**src/rtl/pwr_alu_pipe_if.sv**
```systemverilog
// Operand/result handshake bundle for pwr_alu_pipe.
// Upstream side: in_valid/in_ready with operands a, b and opcode ctrl.
// Downstream side: out_valid/out_ready with result s and flags zero/neg/ovf/illegal.
// The master modport is the environment (fetch + writeback); the slave modport is the ALU stage.
interface pwr_alu_pipe_if #(
  parameter int WIDTH = 8
);
  logic             in_valid;
  logic             in_ready;
  logic [WIDTH-1:0] a;
  logic [WIDTH-1:0] b;
  logic [3:0]       ctrl;
  logic             out_valid;
  logic             out_ready;
  logic [WIDTH-1:0] s;
  logic             zero;
  logic             neg;
  logic             ovf;
  logic             illegal;

  modport master (
    output in_valid, a, b, ctrl, out_ready,
    input  in_ready, out_valid, s, zero, neg, ovf, illegal
  );

  modport slave (
    input  in_valid, a, b, ctrl, out_ready,
    output in_ready, out_valid, s, zero, neg, ovf, illegal
  );
endinterface

```
**src/rtl/pwr_alu_pipe.sv**
```systemverilog
// Purpose: signed WIDTH-bit logic/arith/compare ALU with one registered output stage,
//          sticky overflow and accepted-operation counter.
// Latency: 1 cycle (result valid after the accepting edge); one op per cycle throughput.
// Backpressure: in_ready = !out_valid | out_ready; result/flags hold while stalled.
// Ports:
//   clk, rst          clock, synchronous active-high reset
//   bus (slave)       operand handshake in, result handshake out (see pwr_alu_pipe_if)
//   clr_sticky        clears ovf_sticky (an accept with overflow in the same cycle wins)
//   ovf_sticky        OR of ovf over accepted ops since reset/clear
//   op_count          accepted-op counter, wraps modulo 2^CNT_W
// Option: define PWR_ALU_SAT_EN to saturate ops 3/4/12/13 on overflow instead of wrapping.
module pwr_alu_pipe #(
  parameter int WIDTH = 8,
  parameter int CNT_W = 16
) (
  input  logic                clk,
  input  logic                rst,
  pwr_alu_pipe_if.slave       bus,
  input  logic                clr_sticky,
  output logic                ovf_sticky,
  output logic [CNT_W-1:0]    op_count
);

  localparam logic [WIDTH-1:0] S_MAX = {1'b0, {(WIDTH-1){1'b1}}};
  localparam logic [WIDTH-1:0] S_MIN = {1'b1, {(WIDTH-1){1'b0}}};
  localparam logic [WIDTH:0]   ONE_X = {{WIDTH{1'b0}}, 1'b1};

  // Opcodes
  localparam logic [3:0] OP_PASS = 4'd2;
  localparam logic [3:0] OP_INC  = 4'd3;
  localparam logic [3:0] OP_DEC  = 4'd4;
  localparam logic [3:0] OP_NOT  = 4'd5;
  localparam logic [3:0] OP_NOR  = 4'd6;
  localparam logic [3:0] OP_XOR  = 4'd7;
  localparam logic [3:0] OP_XNOR = 4'd8;
  localparam logic [3:0] OP_GT   = 4'd9;
  localparam logic [3:0] OP_LT   = 4'd10;
  localparam logic [3:0] OP_EQ   = 4'd11;
  localparam logic [3:0] OP_ADD  = 4'd12;
  localparam logic [3:0] OP_SUB  = 4'd13;

  // Result register and flags
  logic [WIDTH-1:0] s_q, s_d;
  logic             zero_q, neg_q, ovf_q, ovf_d, ill_q, ill_d;
  logic             vld_q, vld_d;
  logic             sticky_q, sticky_d;
  logic [CNT_W-1:0] cnt_q, cnt_d;

  // Datapath intermediates
  logic [WIDTH:0]   a_x, b_x, ar_sum;
  logic [WIDTH-1:0] res;
  logic             is_ar;
  logic             accept;

  assign bus.in_ready = !vld_q || bus.out_ready;
  assign accept       = bus.in_valid && bus.in_ready;

  // One guard bit of sign extension: the true signed result of every
  // arithmetic op fits in WIDTH+1 bits, so overflow is simply the guard
  // bit disagreeing with the WIDTH-bit sign bit.
  assign a_x = {bus.a[WIDTH-1], bus.a};
  assign b_x = {bus.b[WIDTH-1], bus.b};

  always_comb begin
    ar_sum = '0;
    is_ar  = 1'b0;
    res    = '0;
    ill_d  = 1'b0;
    case (bus.ctrl)
      OP_PASS: res = bus.a;
      OP_INC:  begin ar_sum = a_x + ONE_X; is_ar = 1'b1; end
      OP_DEC:  begin ar_sum = a_x - ONE_X; is_ar = 1'b1; end
      OP_NOT:  res = ~bus.a;
      OP_NOR:  res = ~(bus.a | bus.b);
      OP_XOR:  res = bus.a ^ bus.b;
      OP_XNOR: res = ~(bus.a ^ bus.b);
      OP_GT:   res = {{(WIDTH-1){1'b0}}, ($signed(bus.a) > $signed(bus.b))};
      OP_LT:   res = {{(WIDTH-1){1'b0}}, ($signed(bus.a) < $signed(bus.b))};
      OP_EQ:   res = {{(WIDTH-1){1'b0}}, (bus.a == bus.b)};
      OP_ADD:  begin ar_sum = a_x + b_x; is_ar = 1'b1; end
      OP_SUB:  begin ar_sum = a_x - b_x; is_ar = 1'b1; end
      default: ill_d = 1'b1;
    endcase
    if (is_ar) begin
      res = ar_sum[WIDTH-1:0];
    end
  end

  assign ovf_d = is_ar && (ar_sum[WIDTH] ^ ar_sum[WIDTH-1]);

  // The guard bit carries the sign of the true result, so it picks the clamp direction.
`ifdef PWR_ALU_SAT_EN
  assign s_d = ovf_d ? (ar_sum[WIDTH] ? S_MIN : S_MAX) : res;
`else
  assign s_d = res;
`endif

  // Next-state for the handshake, sticky flag and counter
  always_comb begin
    vld_d    = vld_q;
    sticky_d = sticky_q;
    cnt_d    = cnt_q;
    if (accept) begin
      vld_d = 1'b1;
      cnt_d = cnt_q + CNT_W'(1);
    end else if (bus.out_ready) begin
      vld_d = 1'b0;
    end
    // An overflowing accept beats a same-cycle clear.
    if (accept && ovf_d) begin
      sticky_d = 1'b1;
    end else if (clr_sticky) begin
      sticky_d = 1'b0;
    end
  end

  always_ff @(posedge clk) begin
    if (rst) begin
      vld_q    <= 1'b0;
      s_q      <= '0;
      zero_q   <= 1'b1;
      neg_q    <= 1'b0;
      ovf_q    <= 1'b0;
      ill_q    <= 1'b0;
      sticky_q <= 1'b0;
      cnt_q    <= '0;
    end else begin
      vld_q    <= vld_d;
      sticky_q <= sticky_d;
      cnt_q    <= cnt_d;
      // Result and flags load only on accept; they hold through stalls and after consume.
      if (accept) begin
        s_q    <= s_d;
        zero_q <= (s_d == '0);
        neg_q  <= s_d[WIDTH-1];
        ovf_q  <= ovf_d;
        ill_q  <= ill_d;
      end
    end
  end

  assign bus.out_valid = vld_q;
  assign bus.s         = s_q;
  assign bus.zero      = zero_q;
  assign bus.neg       = neg_q;
  assign bus.ovf       = ovf_q;
  assign bus.illegal   = ill_q;
  assign ovf_sticky    = sticky_q;
  assign op_count      = cnt_q;

endmodule

```
**src/flat_wrapper.sv**
```systemverilog
// flat-port wrapper written by rule: the top's interface ports become plain ports
module pwr_alu_pipe_flat 
#(
  parameter int WIDTH = 8,
  parameter int CNT_W = 16
)
  (clk, rst, clr_sticky, ovf_sticky, op_count, bus_in_valid, bus_a, bus_b, bus_ctrl, bus_out_ready, bus_in_ready, bus_out_valid, bus_s, bus_zero, bus_neg, bus_ovf, bus_illegal);
  pwr_alu_pipe_if #(.WIDTH(WIDTH)) bus_i ();
  input  logic clk;
  input  logic rst;
  input  logic clr_sticky;
  output logic ovf_sticky;
  output logic [CNT_W-1:0] op_count;
  input wire logic [$bits(bus_i.in_valid)-1:0] bus_in_valid;
  input wire logic [$bits(bus_i.a)-1:0] bus_a;
  input wire logic [$bits(bus_i.b)-1:0] bus_b;
  input wire logic [$bits(bus_i.ctrl)-1:0] bus_ctrl;
  input wire logic [$bits(bus_i.out_ready)-1:0] bus_out_ready;
  output wire logic [$bits(bus_i.in_ready)-1:0] bus_in_ready;
  output wire logic [$bits(bus_i.out_valid)-1:0] bus_out_valid;
  output wire logic [$bits(bus_i.s)-1:0] bus_s;
  output wire logic [$bits(bus_i.zero)-1:0] bus_zero;
  output wire logic [$bits(bus_i.neg)-1:0] bus_neg;
  output wire logic [$bits(bus_i.ovf)-1:0] bus_ovf;
  output wire logic [$bits(bus_i.illegal)-1:0] bus_illegal;
  assign bus_i.in_valid = bus_in_valid;
  assign bus_i.a = bus_a;
  assign bus_i.b = bus_b;
  assign bus_i.ctrl = bus_ctrl;
  assign bus_i.out_ready = bus_out_ready;
  assign bus_in_ready = bus_i.in_ready;
  assign bus_out_valid = bus_i.out_valid;
  assign bus_s = bus_i.s;
  assign bus_zero = bus_i.zero;
  assign bus_neg = bus_i.neg;
  assign bus_ovf = bus_i.ovf;
  assign bus_illegal = bus_i.illegal;
  pwr_alu_pipe #(.WIDTH(WIDTH), .CNT_W(CNT_W)) u_core (.clk(clk), .rst(rst), .bus(bus_i), .clr_sticky(clr_sticky), .ovf_sticky(ovf_sticky), .op_count(op_count));
endmodule
```
**config.mk**
```make
export PLATFORM = sky130hd
export DESIGN_NAME = pwr_alu_pipe_flat
export DESIGN_NICKNAME = d
export VERILOG_FILES = /design/src/rtl/pwr_alu_pipe_if.sv /design/src/rtl/pwr_alu_pipe.sv /design/src/flat_wrapper.sv
export SDC_FILE = /design/constraint.sdc
export NUM_CORES = 1
export LEC_CHECK = 0
export CAP_MARGIN = 30
export CORE_ASPECT_RATIO = 1.4
export CORE_MARGIN = 4
export CORE_UTILIZATION = 57
export CTS_BUF_LIST = sky130_fd_sc_hd__clkbuf_16
export CTS_CLUSTER_SIZE = 16
export DETAILED_ROUTE_END_ITERATION = 7
export HOLD_SLACK_MARGIN = 0.02
export PLACE_DENSITY = 0.9
export SYNTH_ARGS = -nofsm -noshare
export SYNTH_HDL_FRONTEND = slang
export SYNTH_SLANG_ARGS = --single-unit
```
**constraint.sdc**
```tcl
create_clock -name clk -period 6.8 [get_ports clk]
set_clock_uncertainty 0.2 [all_clocks]
set_input_delay 1.36 -clock clk [delete_from_list [all_inputs] [get_ports clk]]
set_output_delay 1.36 -clock clk [all_outputs]
set_load 0.005 [all_outputs]
```
==> metrics.md <==
| Metric | Value |
|---|---|
| Post-route ant nets | `0` |
| # hold bufs at CTS | `0` |
| Area of the multi-input gates | `1996 µm²` |
| Vias per std cell | `around 6.5` |
| Vias in the first global route | `2886` |
| Top Layer Used | `met4` |
| Crit-path slowest cell | `clkdlybuf4s50_1` |
| Hold path cells | `2` |
| Maxcap violations | `0` |
| Initial antenna violation count | `0` |
| Delay-heaviest family, CP | `compound AO/OA/AOI/OAI gates` |
| Ys async rst share | `0%` |
| Gr usage total | `slightly below 30%` |
| Die ar. | `6053 µm²` |
| Top Ports | `56` |
| VDD IR max | `0.09280 mV` |
| Critical-path cell list | `clkdlybuf4s50_1 -> or3b_1 -> nand3b_1 -> ha_1 -> fa_1 -> a211oi_2 -> o21ai_1 -> o21ai_0 -> xor2_1 -> o221a_1 -> and3_1 -> a221o_1` |
| DR vias | `3040` |
| Die Wd | `66.91 µm` |
| Top cell type by total area after synthesis | `dfxtp_1` |
| IO buf count | `55` |
| CP endpoint kind | `flop` |
| Seq/Total Area, Yosys | `20.97%` |
| Post-Layout Cell Count | `469` |
| Synth cell count leaders | `41 x nor2_1, 29 x dfxtp_1, 25 x ha_1, 25 x inv_1, 25 x nand2_1` |
| Post-synthesis average cell area | `7.670 µm²` |
| Synth top area share | `a little over a fifth` |
| F_max | `189.5 MHz` |
| Final WL | `8761 µm` |
| H-tree depth | `2` |
| Pins Over Slew Limit | `0` |
| Max_slew headroom | `33.80%` |
| First-pass GRT wire length | `between 10000 and 15000 µm` |
| Most used flip-flop cell after synthesis | `dfxtp_1` |
| Final min period | `5.277 ns` |
| Die H | `90.47 µm` |
| Arr. time, crit path | `between 5 and 6 ns` |
| Routed wl met3 | `691 µm` |
| Instance count of the mapped netlist | `361` |
| Synth warnings | `0` |
| Status | `complete, no violations` |
| 1st-pass router iterations | `5` |
| Initial Util | `60.09%` |
| Area Overhead vs Synth | `26.25%` |
| Diodes inserted | `0` |
| Worst skew pair latency | `about 0.27 ns` |
| Hold Crit Class | `reg2reg` |
| Clock tree from TritonCTS | `yes` |
| Crit path kind | `in2reg` |
| Cell area power density | `170.7 nW/µm²` |
| Met2 wire len | `4405 µm` |
| Hold slack | `0.2520 ns` |
| Clock root buffer master | `clkbuf_16` |
| Filler cells | `336` |
| Max FO, Critical Path | `20` |
| Post-Syn Area | `roughly 2800 µm²` |
| Slowest stage delay, CP | `0.71 ns` |
| Total CTS buffers | `5` |
| Worst-margin pin slew | `0.9899 ns` |
| Routability Congestion | `0.9603` |
| Final #Nets | `458` |
| DRC Markers | `0` |
| Endpoints failing setup | `0` |
| Worst Path Required | `6.75 ns` |
| Hold Vio Cnt, Final | `0` |
| Register area | `580.6 µm²` |
| CP bufs+invs | `1` |
| Syn Nets | `413` |
| Share of layout cells above drive strength 1 | `under 10%` |
| Area contributors post-synth | `dfxtp_1 21%, ha_1 11%, nor2_1 5.6%` |
| Worst-path clk slew | `0.05 ns` |
| CTS Sinks | `29` |
| # resized after CTS | `0` |
| Setup_tns | `0 ns` |
| M1 WL | `3198 µm` |
| CTS Buffer Depth | `2` |
| Remaining Overflow, GRT | `0` |
| Critical path launch point type | `input port` |
| EDFF count, synth | `0` |
| Hpwl dp | `6399 µm` |
| DP Cell Count | `about 460` |
| Post-CTS setup buffer count | `0` |
| Total core area | `about 4600 µm²` |
| Count of different cell masters after synthesis | `68` |
| Critical path depth in cells | `12` |
| FF+latch count, synth | `29` |
| Unrepaired setup endpoints after global routing | `no` |
| Initial DRC Count | `235` |
| Fin crit share | `77.61%` |
| R2r worst-path depth | `7` |
| Largest net degree at the start of global routing | `29` |
| Most common cell in the synthesized netlist | `nor2_1` |
| Core Rows | `29` |
| Pleak | `0.001426 µW` |
| Post-detailed-route wirelength per cell | `18.68 µm` |
## worst reg2reg max path, stage by stage, from the launching register on
cell	delay (ns)
dfxtp_1	0.32
nand2b_1	0.15
and2_1	0.69
nand4_1	0.38
nor2_1	0.40
nand3_1	0.17
xor2_1	0.16
nor2_1	0.05
## flip-flops by register name (all words and copies together) (netlist names)
name                  cells
u_core.bus.illegal        1
u_core.bus.neg            1
u_core.bus.out_valid      1
u_core.bus.ovf            1
u_core.bus.s              7
u_core.bus.zero           1
u_core.op_count          16
u_core.ovf_sticky         1
## cells by family (layout without fill, tap and decap cells)
kind of cell               after synthesis  count (layout)  synth area share (%)
muxes                                    7               7                 2.531
xor gates and xnor gates                17              17                 5.377
adders and majority gates               27              27                 12.74
buffers and inverters                   44              90                 6.959
DFF                                     29              29                 20.97
AOI/OAI and AO/OA                      100             100                 25.89
and+or+nand+nor                        137             137                 25.53
## final cells by class
class | count | area share (%)
Clock buffer | 5 | 3.579
Inverter | 25 | 2.684
Clock inverter | 3 | 1.074
Timing Repair Buffer | 57 | 16.75
Sequential cell | 29 | 16.61
Tap cell | 62 | 2.219
Multi-Input combinational cell | 288 | 57.09
## where the power goes
| part | internal [µW] | switching, µW |
|---|---|---|
| combinational | 76.6 | 95.1 |
| sequential | 178 | 5.52 |
| clock | 170 | 72.5 |
| total | 424 | 173 |
## per-stage QoR
step | util [%] | setup slack, ns | instance area, µm² | power [µW]
final | 75.86 | 1.523 | 3496 | 596.7
after global routing | 75.86 | 1.361 | 3496 | 617.7
after CTS | 75.86 | 1.627 | 3496 | 591.7
after detailed placement | 72.33 | 1.422 | 3333 | 349.6
after global placement | 71.74 | 1.599 | 3306 | 342.6
after floorplan | - | 2.473 | 2769 | 290.3
## cells in the final DEF (no fill, tap or decap), types with 3 or more instances in the layout
| master | count |
|---|---|
| ha_1 | 25 |
| a21o_1 | 4 |
| o211ai_1 | 5 |
| clkdlybuf4s50_1 | 55 |
| xor2_1 | 11 |
| xnor2_1 | 6 |
| mux2i_1 | 7 |
| nand2b_1 | 10 |
| a21oi_1 | 23 |
| nor2b_1 | 4 |
| inv_1 | 26 |
| a31oi_1 | 5 |
| o21bai_1 | 3 |
| and2_1 | 3 |
| a211oi_1 | 11 |
| nor3_1 | 6 |
| o22ai_1 | 3 |
| o21ai_0 | 11 |
| and3_1 | 4 |
| nor3b_1 | 3 |
| or3_1 | 7 |
| nand2_1 | 25 |
| nand3b_1 | 5 |
| nand4_1 | 6 |
| o2111ai_1 | 3 |
| nor2_1 | 41 |
| nand3_1 | 14 |
| clkbuf_16 | 5 |
| o32ai_1 | 3 |
| dfxtp_1 | 29 |
## path summary, 6_finish.rpt
check                  startpoint             endpoint  slack, ns
max                   bus_ctrl[1]      u_core.bus.zero       1.52
min             u_core.ovf_sticky    u_core.ovf_sticky       0.25
max reg2reg  u_core.bus.out_valid  u_core.op_count[13]       4.18
min reg2reg     u_core.ovf_sticky    u_core.ovf_sticky       0.25
## per-layer routing
metal	vias up	GRT usage, %
li1	1404	-
met1	1398	31.79
met2	186	50.91
met3	52	4.732
met4	0	16.24
met5	-	0
No activity file was read; power rests on OpenSTA's default activity.
